--- src/rtl/bitty_issue_unit.sv ---
// bitty_issue_unit: instruction sequencer feeding a bitty_core.
// Holds a loadable program memory of 2**AW 16-bit words, issues one
// instruction at a time, and holds it until the core's done pulse.
// Optional feature macro: BITTY_ISSUE_BRANCH_EN (conditional skip of the
// next word when bit 15 is set and the core compare matches bits 14:13).
module bitty_issue_unit #(
  parameter int AW = 4
) (
  input  logic          clk,
  input  logic          reset,
  input  logic          load_en,
  input  logic [AW-1:0] load_addr,
  input  logic [15:0]   load_data,
  input  logic          start,
  input  logic [AW:0]   prog_len,
  output logic          busy,
  output logic          prog_done,
  output logic [15:0]   instruction,
  input  logic          core_done,
  input  logic [15:0]   core_result,
  input  logic [1:0]    core_compare,
  output logic [15:0]   last_result,
  output logic [AW:0]   exec_count,
  output logic [AW-1:0] pc
);

  localparam int          DEPTH   = 2 ** AW;
  localparam logic [AW:0] DEPTH_V = (AW + 1)'(DEPTH);

  typedef enum logic [2:0] {
    IDLE   = 3'd0,
    ISSUE  = 3'd1,
    ARM    = 3'd2,
    WAIT   = 3'd3,
    FINISH = 3'd4
  } state_t;

  state_t      state;
  state_t      state_nxt;
  logic [15:0] mem [DEPTH];
  logic [AW:0] len_q;
  logic [AW:0] len_clamped;
  logic [AW:0] next_pc;
  logic        take_skip;
  logic        start_taken;

  // Requested lengths above the memory depth run the whole memory once.
  function automatic logic [AW:0] clamp_len(input logic [AW:0] len);
    return (len > DEPTH_V) ? DEPTH_V : len;
  endfunction

  // Length clamp and start qualification (a load in the same cycle wins).
  always_comb begin
    len_clamped = clamp_len(prog_len);
    start_taken = (state == IDLE) && start && !load_en;
  end

`ifdef BITTY_ISSUE_BRANCH_EN
  // Skip one word when the flagged compare code matches the core's compare.
  always_comb take_skip = instruction[15] && (core_compare == instruction[14:13]);
`else
  logic unused_compare;
  assign unused_compare = ^core_compare;
  // Without branch support the program always advances by one word.
  always_comb take_skip = 1'b0;
`endif

  // Next address is one bit wider than pc so running off the end never wraps.
  always_comb next_pc = {1'b0, pc} + (take_skip ? (AW + 1)'(2) : (AW + 1)'(1));

  // Program memory write port, only open while idle; contents survive reset.
  always_ff @(posedge clk) begin
    if ((state == IDLE) && load_en) mem[load_addr] <= load_data;
  end

  // State register.
  always_ff @(posedge clk or posedge reset) begin
    if (reset) state <= IDLE;
    else       state <= state_nxt;
  end

  // Next-state logic; core_done seen during ARM belongs to the previous instruction.
  always_comb begin
    state_nxt = state;
    case (state)
      IDLE:    if (start_taken) state_nxt = (len_clamped == '0) ? FINISH : ISSUE;
      ISSUE:   state_nxt = ARM;
      ARM:     state_nxt = WAIT;
      WAIT:    if (core_done) state_nxt = (next_pc >= len_q) ? FINISH : ISSUE;
      FINISH:  state_nxt = IDLE;
      default: state_nxt = IDLE;
    endcase
  end

  // Status outputs decoded from the state.
  always_comb begin
    busy      = (state == ISSUE) || (state == ARM) || (state == WAIT);
    prog_done = (state == FINISH);
  end

  // Run bookkeeping, instruction register and captured core result.
  always_ff @(posedge clk or posedge reset) begin
    if (reset) begin
      pc          <= '0;
      exec_count  <= '0;
      len_q       <= '0;
      instruction <= '0;
      last_result <= '0;
    end else begin
      case (state)
        IDLE: begin
          if (start_taken && (len_clamped != '0)) begin
            pc         <= '0;
            exec_count <= '0;
            len_q      <= len_clamped;
          end
        end
        ISSUE: instruction <= mem[pc];
        WAIT: begin
          if (core_done) begin
            last_result <= core_result;
            exec_count  <= exec_count + (AW + 1)'(1);
            if (next_pc < len_q) pc <= next_pc[AW-1:0];
          end
        end
        default: ;
      endcase
    end
  end

endmodule

--- config.mk ---
export PLATFORM = sky130hd
export DESIGN_NAME = bitty_issue_unit
export DESIGN_NICKNAME = d
export VERILOG_FILES = /design/src/rtl/bitty_issue_unit.sv
export SDC_FILE = /design/constraint.sdc
export NUM_CORES = 1
export LEC_CHECK = 0
export CAP_MARGIN = 20
export CORE_AREA = 2 2 151 168
export DETAILED_ROUTE_END_ITERATION = 10
export DIE_AREA = 0 0 153 170
export GPL_ROUTABILITY_DRIVEN = 1
export PLACE_DENSITY = 0.72
export SYNTH_ARGS = -nofsm -noshare
export SYNTH_HDL_FRONTEND = slang
export SYNTH_SLANG_ARGS = --single-unit
--- constraint.sdc ---
create_clock -name clk -period 2.8 [get_ports clk]
set_clock_uncertainty 0.05 [all_clocks]
set_input_delay 0.56 -clock clk [delete_from_list [all_inputs] [get_ports clk]]
set_output_delay 0.56 -clock clk [all_outputs]
set_load 0.05 [all_outputs]
==> flow_summary.toml, run 1 <==
[clock_tree]
htreeDepth = 1
cts_root_buffer = "clkbuf_16"
cts_setup_buffers = 0
clockBufferDepth = 3
cts_hold_buffers = 0
cts_tree = "yes"
clk_pin_slew_ns = 0.07
cts_inserted_buffers = 30
clock_latency_ns = 0.55
cts.sinks = 305

[routing]
dr.pass1.iters = 5
routed_wl_mm = 25.9
wl_per_cell_um = 23.7
post-route-drc-count = 0
vias_per_cell = 5.89
drt.antenna.violating_nets = 0
drtIter0Drc = 459
vias = 6429

[grt]
grt_overflow = 0
grt_util_met3_pct = 3.59
use_met2_pct = 32.8
grt_max_degree = 69
grt_pass1_vias = 6604
grt_pass1_wl_mm = 39.3
grt.busiest_layer = "met2"
grt_antenna_before_repair = 1
grt_usage_pct = 20.1
grt_use_met1_pct = 28.0

[worst_setup_path]
critPathMaxFanout = 68
slowest_delay_ns = 0.59
worst_ep_required_time_ns = 2.19
regToRegEndpoint = "pc[3]$_DFFE_PP0P_"
r2r_start = "pc[0]$_DFFE_PP0P_"
path_class = "flop to output pin"
rr_worst_depth = 7
critPathSlowestCell = "dlygate4sd2_1"
setup.worst_path.start_class = "flop"
crit_arrival_ns = 2.00
end_kind = "output pin"
path_cells = "buf_12 -> dlygate4sd2_1"
rrSetupSlack_ns = 0.21

[placement]
place.gp.congestion = 0.814
dp_hpwl_mm = 15.4
port_buffers = 88
placed_cells = 1036
dpl_cell_area_sq_um = 13500
post-place-ws_ns = 0.287

[power_and_ir_drop]
power.density_nw_per_um2 = 960
power_leakage_nw = 4.98
vdd_ir_drop_max_mv = 0.759

[finish]
design_area_sq_um = 14500
layout-drive-gt1-share_pct = 21.2
stdcell_count = 1092
layout_common_cells = "256 x edfxtp_1, 83 x clkdlybuf4s50_1, 64 x nand2_1"
final_common_cell = "edfxtp_1"
antenna_cells = 0
nFillCells = 1747
multiInputGateArea_sq_um = 2960
nets = 813
finish.utilization_pct = 59.6
seq_area_sq_um = 8920
syn2layout_area_growth_pct = 20.2

[job]
max_cap_viol_count = 0

[yosys]
netlist.area_leader.share_pct = 63.9
ys_seq_area_share_pct = 74.1
synth_area_per_cell_sq_um = 19.1
synth_edf_count = 256
synth-seq-cells = 305
yosysUniqueCellTypes = 44
synth_warnings = 0
ys_top_cells_by_area = "edfxtp_1 64%, dfrtp_1 10%, mux4_2 7.7%, mux4_1 4.8%, nand2_1 2.0%"
synth_area_sq_um = 12000
netlist_instances = 631
synthesis.nets = 686
ys_async_sr_fraction_pct = 16.1
yosys.area.top_type = "edfxtp_1"
synthFlopType = "edfxtp_1"

[timing]
rsz0062_at_grt = "false"
fmax_mhz = 383
period_share_pct = 93.3
slew-limit-headroom_pct = 52.7
finalHoldViolCount = 0
setup_viol = 0
slew_viol_final = 0
whs_ns = 0.310
worst_slew_pin_slew_ns = 0.710
finalCriticalPeriod_ns = 2.61
fin_ws_ns = 0.189

[floorplan]
die_y_um = 170
rows = 60
die_area_sq_um = 26000
initial_core_util_pct = 49.6
coreArea_sq_um = 24200
die_x_um = 153
ios = 91

[run_status]
status = "finished clean"

[worst_hold_path]
hold_class = "input port to asynchronous set/reset pin"
## cells in the mapped netlist, types with 2 or more instances
master    count
and3_1        2
o211ai_1      4
mux2i_1      17
buf_2         9
and2_1        3
buf_1         3
buf_4         5
a21oi_1      10
mux4_2       41
nand4_1       5
nand3_1       3
mux2_2       17
inv_1         8
o22ai_1       4
o21ai_1      11
nor3_1        6
edfxtp_1    256
clkbuf_1      9
nand2b_1      9
xor2_1        3
dfrtp_1      49
buf_6         4
nand4b_1      3
nor2_1       19
ha_1          7
a22oi_1      11
o21ai_0      12
mux4_1       22
nand2_1      64
## cells by family after synthesis
group           Yosys count  synth area share (%)
mux                      97                  15.5
flops                   305                  74.1
compound gates           57                  2.88
simple gates            123                  4.80
buf+inv                  38                  1.69
fa+ha+maj                 7                 0.728
xor+xnor                  4                 0.291
## per-layer routing
layer / share of wire, % / up-vias
met1: 42 / 3317
met4: 2.9 / 2
li1: - / 2776
met3: 7.5 / 51
met5: 0.046 / -
met2: 47 / 283
## registers in the layout, summed over array words and instances (netlist names)
register     count
state            3
exec_count       5
instruction     16
len_q            5
pc               4
mem            256
last_result     16
## through the flow
step                setup TNS [ns]  total power, mW
detailed placement               0             10.2
finish                           0             13.9
global placement                 0             10.1
CTS                              0             14.0
global route                     0             14.5
floorplan                  -0.0250             8.88
## power breakdown
| part | switching [mW] | internal, mW |
|---|---|---|
| clock network | 1.61 | 2.20 |
| registers | 0.281 | 5.31 |
| logic | 2.61 | 1.87 |
| total | 4.50 | 9.37 |
## final cells by class
type | instances | area share (%)
Timing Repair Buffer | 125 | 8.34
Clock inverter | 8 | 0.372
Tap cell | 310 | 2.68
Clock buffer | 48 | 6.22
Inverter | 8 | 0.208
Multi-Input combinational cell | 288 | 20.5
Sequential cell | 305 | 61.7
## worst max-delay path, delay by kind of cell (launching register included)
family                 cells  cell delay [ns]
buffers and inverters      2             1.00
DFF                        1             0.44
## worst max path at each step
stage,depth (start not counted),startpoint,slack (ns),endpoint
6_report,2,pc[0]$_DFFE_PP0P_,0.19,pc[0]
5_1_grt,2,pc[0]$_DFFE_PP0P_,0.09,pc[0]
4_1_cts,3,state[1]$_DFFE_PP0P_,0.08,busy
3_5_place_dp,7,pc[0]$_DFFE_PP0P_,0.29,pc[3]$_DFFE_PP0P_
3_3_place_gp,7,pc[0]$_DFFE_PP0P_,0.36,pc[3]$_DFFE_PP0P_
2_1_floorplan,10,pc[2]$_DFFE_PP0P_,-0.03,pc[3]$_DFFE_PP0P_
## repair_timing
action | in CTS | in global routing
gates resized for setup | 3 | 1
pin swaps | 0 | 0
gates cloned | 0 | 0
endpoints found under the setup margin | 3 | 1
No activity file was read; power rests on OpenSTA's default activity.
==> inputs of run 2 (changes only) <==
--- a/config.mk
+++ b/config.mk
@@ -5,12 +5,13 @@
 export SDC_FILE = /design/constraint.sdc
 export NUM_CORES = 1
 export LEC_CHECK = 0
-export CAP_MARGIN = 20
 export CORE_AREA = 2 2 151 168
+export CTS_CLUSTER_SIZE = 16
 export DETAILED_ROUTE_END_ITERATION = 10
 export DIE_AREA = 0 0 153 170
+export DONT_BUFFER_PORTS = 1
 export GPL_ROUTABILITY_DRIVEN = 1
-export PLACE_DENSITY = 0.72
+export PLACE_DENSITY = 0.67
 export SYNTH_ARGS = -nofsm -noshare
 export SYNTH_HDL_FRONTEND = slang
 export SYNTH_SLANG_ARGS = --single-unit
==> run 2 against run 1 <==
Die area is the same. Global-route usage shrank 0.32 points. Clock-buffer cell count shrank 6. Maximum frequency grew 1.7%. Total power shrank 2.6%. Worst setup slack gained 0.044 ns.
==> flow_summary.toml, run 2 (synthesis gave the netlist of run 1 again) <==
[finish]
final_common_cell = "edfxtp_1"
layout-drive-gt1-share_pct = 23.3
syn2layout_area_growth_pct = 12.9
nets = 721
layout_common_cells = "256 x edfxtp_1, 64 x nand2_1, 46 x dfrtp_1"
top_register = "mem"
largest_reg_flops = 256
reg_top3 = "mem: 256 flops, instruction: 16 flops, last_result: 16 flops"
antenna_cells = 0

[power_and_ir_drop]
switching_share_pct = 32.6
p_int_mw = 9.11
pwr-share-comb_pct = 22.0
vdd_ir_drop_max_mv = 0.643
power.density_nw_per_um2 = 995
p_switching_mw = 4.40
power_frac_seq_pct = 47.9
p_clk_share_pct = 30.1
power_leakage_nw = 4.62

[worst_hold_path]
hold_class = "input port to flop"
min_path_cells = 0
holdCritStartpoint = "load_data[12]"

[worst_setup_path]
r2r_start = "pc[0]$_DFFE_PP0P_"
worst_ep_required_time_ns = 3.19
path_class = "flop to flop"
end_kind = "flop"
setup.worst_path.start_class = "flop"
rr_worst_depth = 7
crit_arrival_ns = 2.96
critPathMaxFanout = 6
crit_start = "pc[0]$_DFFE_PP0P_"

[routing]
drt.antenna.violating_nets = 0
vias_per_cell = 5.95
dr.pass1.iters = 5
drtIter0Drc = 630
post-route-drc-count = 0
routed_wl_mm = 25.1
vias = 5958
wl_per_cell_um = 25.1

[clock_tree]
clock_latency_ns = 0.56
cts_setup_buffers = 0
cts_inserted_buffers = 31
clockBufferDepth = 3
htreeDepth = 1
cts_root_buffer = "clkbuf_16"
clk_pin_slew_ns = 0.06
cts.sinks = 305
cts_tree = "yes"

[timing]
whs_ns = 0.0419
setup_viol = 0
worst_slew_pin_slew_ns = 0.921
fin_ws_ns = 0.233
finalHoldViolCount = 0
rsz0062_at_grt = "false"
fmax_mhz = 390
finalCriticalPeriod_ns = 2.57
tns_ns = 0
slew_viol_final = 0
period_share_pct = 91.7
slew-limit-headroom_pct = 38.6

[grt]
grt_pass1_vias = 6260
grt_max_degree = 62
grt_usage_pct = 19.8
grt_overflow = 0
grt_pass1_wl_mm = 38.2
grt_antenna_before_repair = 0

[floorplan]
initial_core_util_pct = 49.6
die_x_um = 153
ios = 91
coreArea_sq_um = 24200
rows = 60
die_area_sq_um = 26000
die_y_um = 170

[placement]
port_buffers = 0
post-place-ws_ns = 0.239
dp_hpwl_mm = 14.3
place.gp.congestion = 0.804

[job]
max_cap_viol_count = 0

[run_status]
status = "finished clean"
==> run 2: changes by cell type in the layout (fill, tap and decap cells not counted), sizes merged <==
cell	delta
bufinv	+3
clkbuf	-6
clkdlybuf4s50	-83
buf	-7
clkinvlp	+2
dlygate4sd2	-3
inv	+1
clkinv	+2
dlygate4sd3	+1
dlymetal6s2s	-1
==> run 2: area by class of cell <==
class	instances	area (sq um)
Clock inverter	16	173
Tap cell	310	388
Multi-Input combinational cell	288	2960
Sequential cell	305	8920
Fill cell	1796	10700
Clock buffer	42	857
Inverter	8	30.0
Timing Repair Buffer	32	255
==> run 2: worst paths after layout <==
| kind | to | slack [ns] |
|---|---|---|
| min reg2reg | len_q[0]$_DFFE_PP0P_ | 0.45 |
| min | mem[10][12]$_DFFE_PP_ | 0.04 |
| max in group asynchronous | instruction[1]$_DFFE_PP0P_ | 1.46 |
| max reg2reg | pc[3]$_DFFE_PP0P_ | 0.23 |
| min in group asynchronous | instruction[6]$_DFFE_PP0P_ | 0.56 |
| max | pc[3]$_DFFE_PP0P_ | 0.23 |
==> run 2: power by group through the flow <==
| stage | clock [mW] | combinational [mW] | sequential (mW) |
|---|---|---|---|
| 2_1_floorplan | 0 | 2.39 | 6.50 |
| 3_3_place_gp | 0 | 2.90 | 6.56 |
| 3_5_place_dp | 0 | 3.00 | 6.58 |
| 4_1_cts | 4.17 | 3.02 | 6.48 |
| 5_1_grt | 4.33 | 3.25 | 6.52 |
| 6_report | 4.07 | 2.97 | 6.48 |
==> run 2: per-stage QoR <==
| stage | utilization, % | instance area, sq um | power (mW) | std cells |
|---|---|---|---|---|
| 2_1_floorplan | - | 12000 | 8.88 | 631 |
| 3_3_place_gp | 51.7 | 12500 | 9.46 | 942 |
| 5_1_grt | 56.0 | 13600 | 14.1 | 1001 |
| 4_1_cts | 56.0 | 13600 | 13.7 | 1001 |
| 6_report | 56.0 | 13600 | 13.5 | 1001 |
| 3_5_place_dp | 51.7 | 12500 | 9.59 | 942 |
==> run 2: repair_timing <==
item / 4_1_cts / 5_1_grt
hold buffers: 1 / 0
gates resized for setup: 0 / 0
endpoints found under the hold margin: 32 / 0
==> run 2: metal layers <==
| layer | vias up | part of all wire (%) | wire length (um) | GRT usage [%] |
|---|---|---|---|---|
| met3 | 52 | 7.2 | 1800 | 4.05 |
| met4 | 0 | 3.3 | 819 | 6.68 |
| met1 | 3091 | 41 | 10200 | 26.2 |
| li1 | 2594 | - | - | - |
| met5 | - | 0 | 0 | 0 |
| met2 | 221 | 49 | 12300 | 33.2 |
==> run 2: worst max-delay path, stage by stage (launching register included) <==
cell	delay, ns
dfrtp_4	0.50
ha_1	0.23
and3_1	0.18
ha_1	0.32
nand2_1	0.06
o21ai_0	0.51
or2_2	0.26
mux2_2	0.34
==> inputs of run 3 (changes only) <==
--- a/config.mk
+++ b/config.mk
@@ -11,7 +11,6 @@
 export DIE_AREA = 0 0 153 170
 export DONT_BUFFER_PORTS = 1
 export GPL_ROUTABILITY_DRIVEN = 1
-export PLACE_DENSITY = 0.67
 export SYNTH_ARGS = -nofsm -noshare
 export SYNTH_HDL_FRONTEND = slang
 export SYNTH_SLANG_ARGS = --single-unit
==> constraint.sdc (replaced) <==
create_clock -name clk -period 2.7 [get_ports clk]
set_clock_uncertainty 0.05 [all_clocks]
set_input_delay 0.54 -clock clk [delete_from_list [all_inputs] [get_ports clk]]
set_output_delay 0.54 -clock clk [all_outputs]
set_load 0.05 [all_outputs]
==> run 3 against run 2 <==
Cell count is 0.30% higher. Critical path depth is the same. Highest routed layer unchanged. Worst setup slack got worse by 0.0049 ns. Sequential power rose by 3.5%. Total power up 3.0%. Clock power grew 1%. Maximum frequency up 3.8%. Clock-buffer cell count shrank 4. Critical endpoint unchanged. Core utilization rose by 0.067 points.
==> flow_summary.toml, run 3 (synthesis gave the netlist of run 1 again) <==
[routing]
wl_met3_mm = 1.64
vias = 5912
wl_per_cell_um = 25.0
m1WireLength_mm = 10.5
vias_per_cell = 5.89
drt.antenna.violating_nets = 0
dr.pass1.iters = 4
post-route-drc-count = 0
wl_met2_mm = 12.4
top_layer = "met4"
routed_wl_mm = 25.1
drtIter0Drc = 487

[clock_tree]
clk_pin_slew_ns = 0.07
cts_inserted_buffers = 30
cts_root_buffer = "clkbuf_16"
cts.sinks = 305
clock_latency_ns = 0.55
cts_tree = "yes"
cts_resized = 0
htreeDepth = 1
clockBufferDepth = 3

[timing]
slew_viol_final = 0
finalCriticalPeriod_ns = 2.47
rsz0062_at_grt = "false"
slew-limit-headroom_pct = 47.7
finalHoldViolCount = 0
setup_viol = 0
worst_slew_pin_slew_ns = 0.780
fmax_mhz = 405
period_share_pct = 91.5

[finish]
antenna_cells = 0
nets = 726
stdcell_count = 1004
nFillCells = 1817
layout-drive-gt1-share_pct = 23.8
top_register = "mem"
final_common_cell = "edfxtp_1"
reg_top3 = "mem: 256 flops, instruction: 16 flops, last_result: 16 flops"
syn2layout_area_growth_pct = 13.1
layout_common_cells = "256 x edfxtp_1, 64 x nand2_1, 46 x dfrtp_1"
seq_area_sq_um = 8920
multiInputGateArea_sq_um = 2960
largest_reg_flops = 256

[power_and_ir_drop]
power.density_nw_per_um2 = 1020
pwr-share-comb_pct = 22.2
power_frac_seq_pct = 48.2
switching_share_pct = 32.7
p_clk_share_pct = 29.5
p_switching_mw = 4.54
vdd_ir_drop_max_mv = 0.815
power_leakage_nw = 4.64
p_int_mw = 9.37
power_mw = 13.9

[grt]
grt_usage_pct = 19.7
grt_overflow = 0
grt_pass1_wl_mm = 37.9
grt_pass1_vias = 6110
grt_max_degree = 64
grt_antenna_before_repair = 0

[worst_setup_path]
worst_ep_required_time_ns = 3.09
path_class = "flop to flop"
end_kind = "flop"
crit_arrival_ns = 2.86
setup.worst_path.start_class = "flop"
crit_start = "pc[0]$_DFFE_PP0P_"
critPathMaxFanout = 4
r2r_start = "pc[0]$_DFFE_PP0P_"

[worst_hold_path]
holdCritStartpoint = "load_data[2]"
hold_class = "input port to flop"

[floorplan]
die_x_um = 153
initial_core_util_pct = 49.6
rows = 60
die_y_um = 170
die_area_sq_um = 26000
ios = 91
coreArea_sq_um = 24200

[placement]
dp_hpwl_mm = 14.4
place.gp.congestion = 0.759
placed_cells = 947
port_buffers = 0

[run_status]
status = "finished clean"

[job]
max_cap_viol_count = 0
## run 3: cell types whose count changed in the layout (fill, tap and decap cells not counted), moves of 2 or more
cell,before,now
buf_4,30,34
clkbuf_8,4,1
clkinv_4,0,3
clkinvlp_4,3,0
clkinv_2,5,7
## run 3: what timing repair did
item                                   4_1_cts  5_1_grt
buffers inserted                             0        0
endpoints found under the hold margin       27        3
hold buffers                                 1        1
## run 3: final cells by class
cell class                      count  share of cell area (%)
Inverter                            8                   0.221
Sequential cell                   305                    65.6
Clock buffer                       38                    5.97
Timing Repair Buffer               38                    2.32
Multi-Input combinational cell    288                    21.8
Clock inverter                     17                    1.26
Tap cell                          310                    2.85
## run 3: final timing paths
kind / to / slack (ns) / cells after the start
setup / recovery: pc[3]$_DFFE_PP0P_ / 0.23 / 7
hold / removal: mem[5][2]$_DFFE_PP_ / 0.03 / 0
setup reg to reg: pc[3]$_DFFE_PP0P_ / 0.23 / 7
hold reg to reg: len_q[2]$_DFFE_PP0P_ / 0.44 / 2
max in group asynchronous: instruction[9]$_DFFE_PP0P_ / 1.45 / 3
min in group asynchronous: exec_count[4]$_DFFE_PP0P_ / 0.52 / 2
## run 3: per-stage QoR
stage	hold slack (ns)	util, %	setup WS (ns)	setup TNS [ns]	cell area, sq um
6_report	0.0272	56.1	0.228	0	13600
5_1_grt	0.000515	56.1	0.105	0	13600
4_1_cts	0.00196	56.0	0.227	0	13600
3_5_place_dp	0.431	51.9	0.235	0	12600
3_3_place_gp	0.429	51.9	0.351	0	12600
2_1_floorplan	0.400	-	-0.0171	-0.0171	12000
## run 3: worst max-delay path: stages (launching register included)
cell and delay [ns]:
dfrtp_4 0.50, ha_1 0.23, and3_1 0.17, ha_1 0.31, nand4_1 0.12, o21ai_0 0.39
or2_2 0.23, mux2_2 0.34
## run 3: power by group through the flow
stage / clock [mW] / combinational (mW) / sequential, mW
6_report: 4.11 / 3.10 / 6.71
5_1_grt: 4.41 / 3.38 / 6.76
4_1_cts: 4.20 / 3.15 / 6.72
3_5_place_dp: 0 / 3.14 / 6.82
3_3_place_gp: 0 / 3.08 / 6.81
2_1_floorplan: 0 / 2.49 / 6.74
## run 3: routing by layer
metal / track usage, % / vias to the layer above
met5: 0 / -
met4: 5.19 / 0
met3: 4.33 / 38
met2: 33.2 / 188
met1: 26.3 / 3076
li1: - / 2610
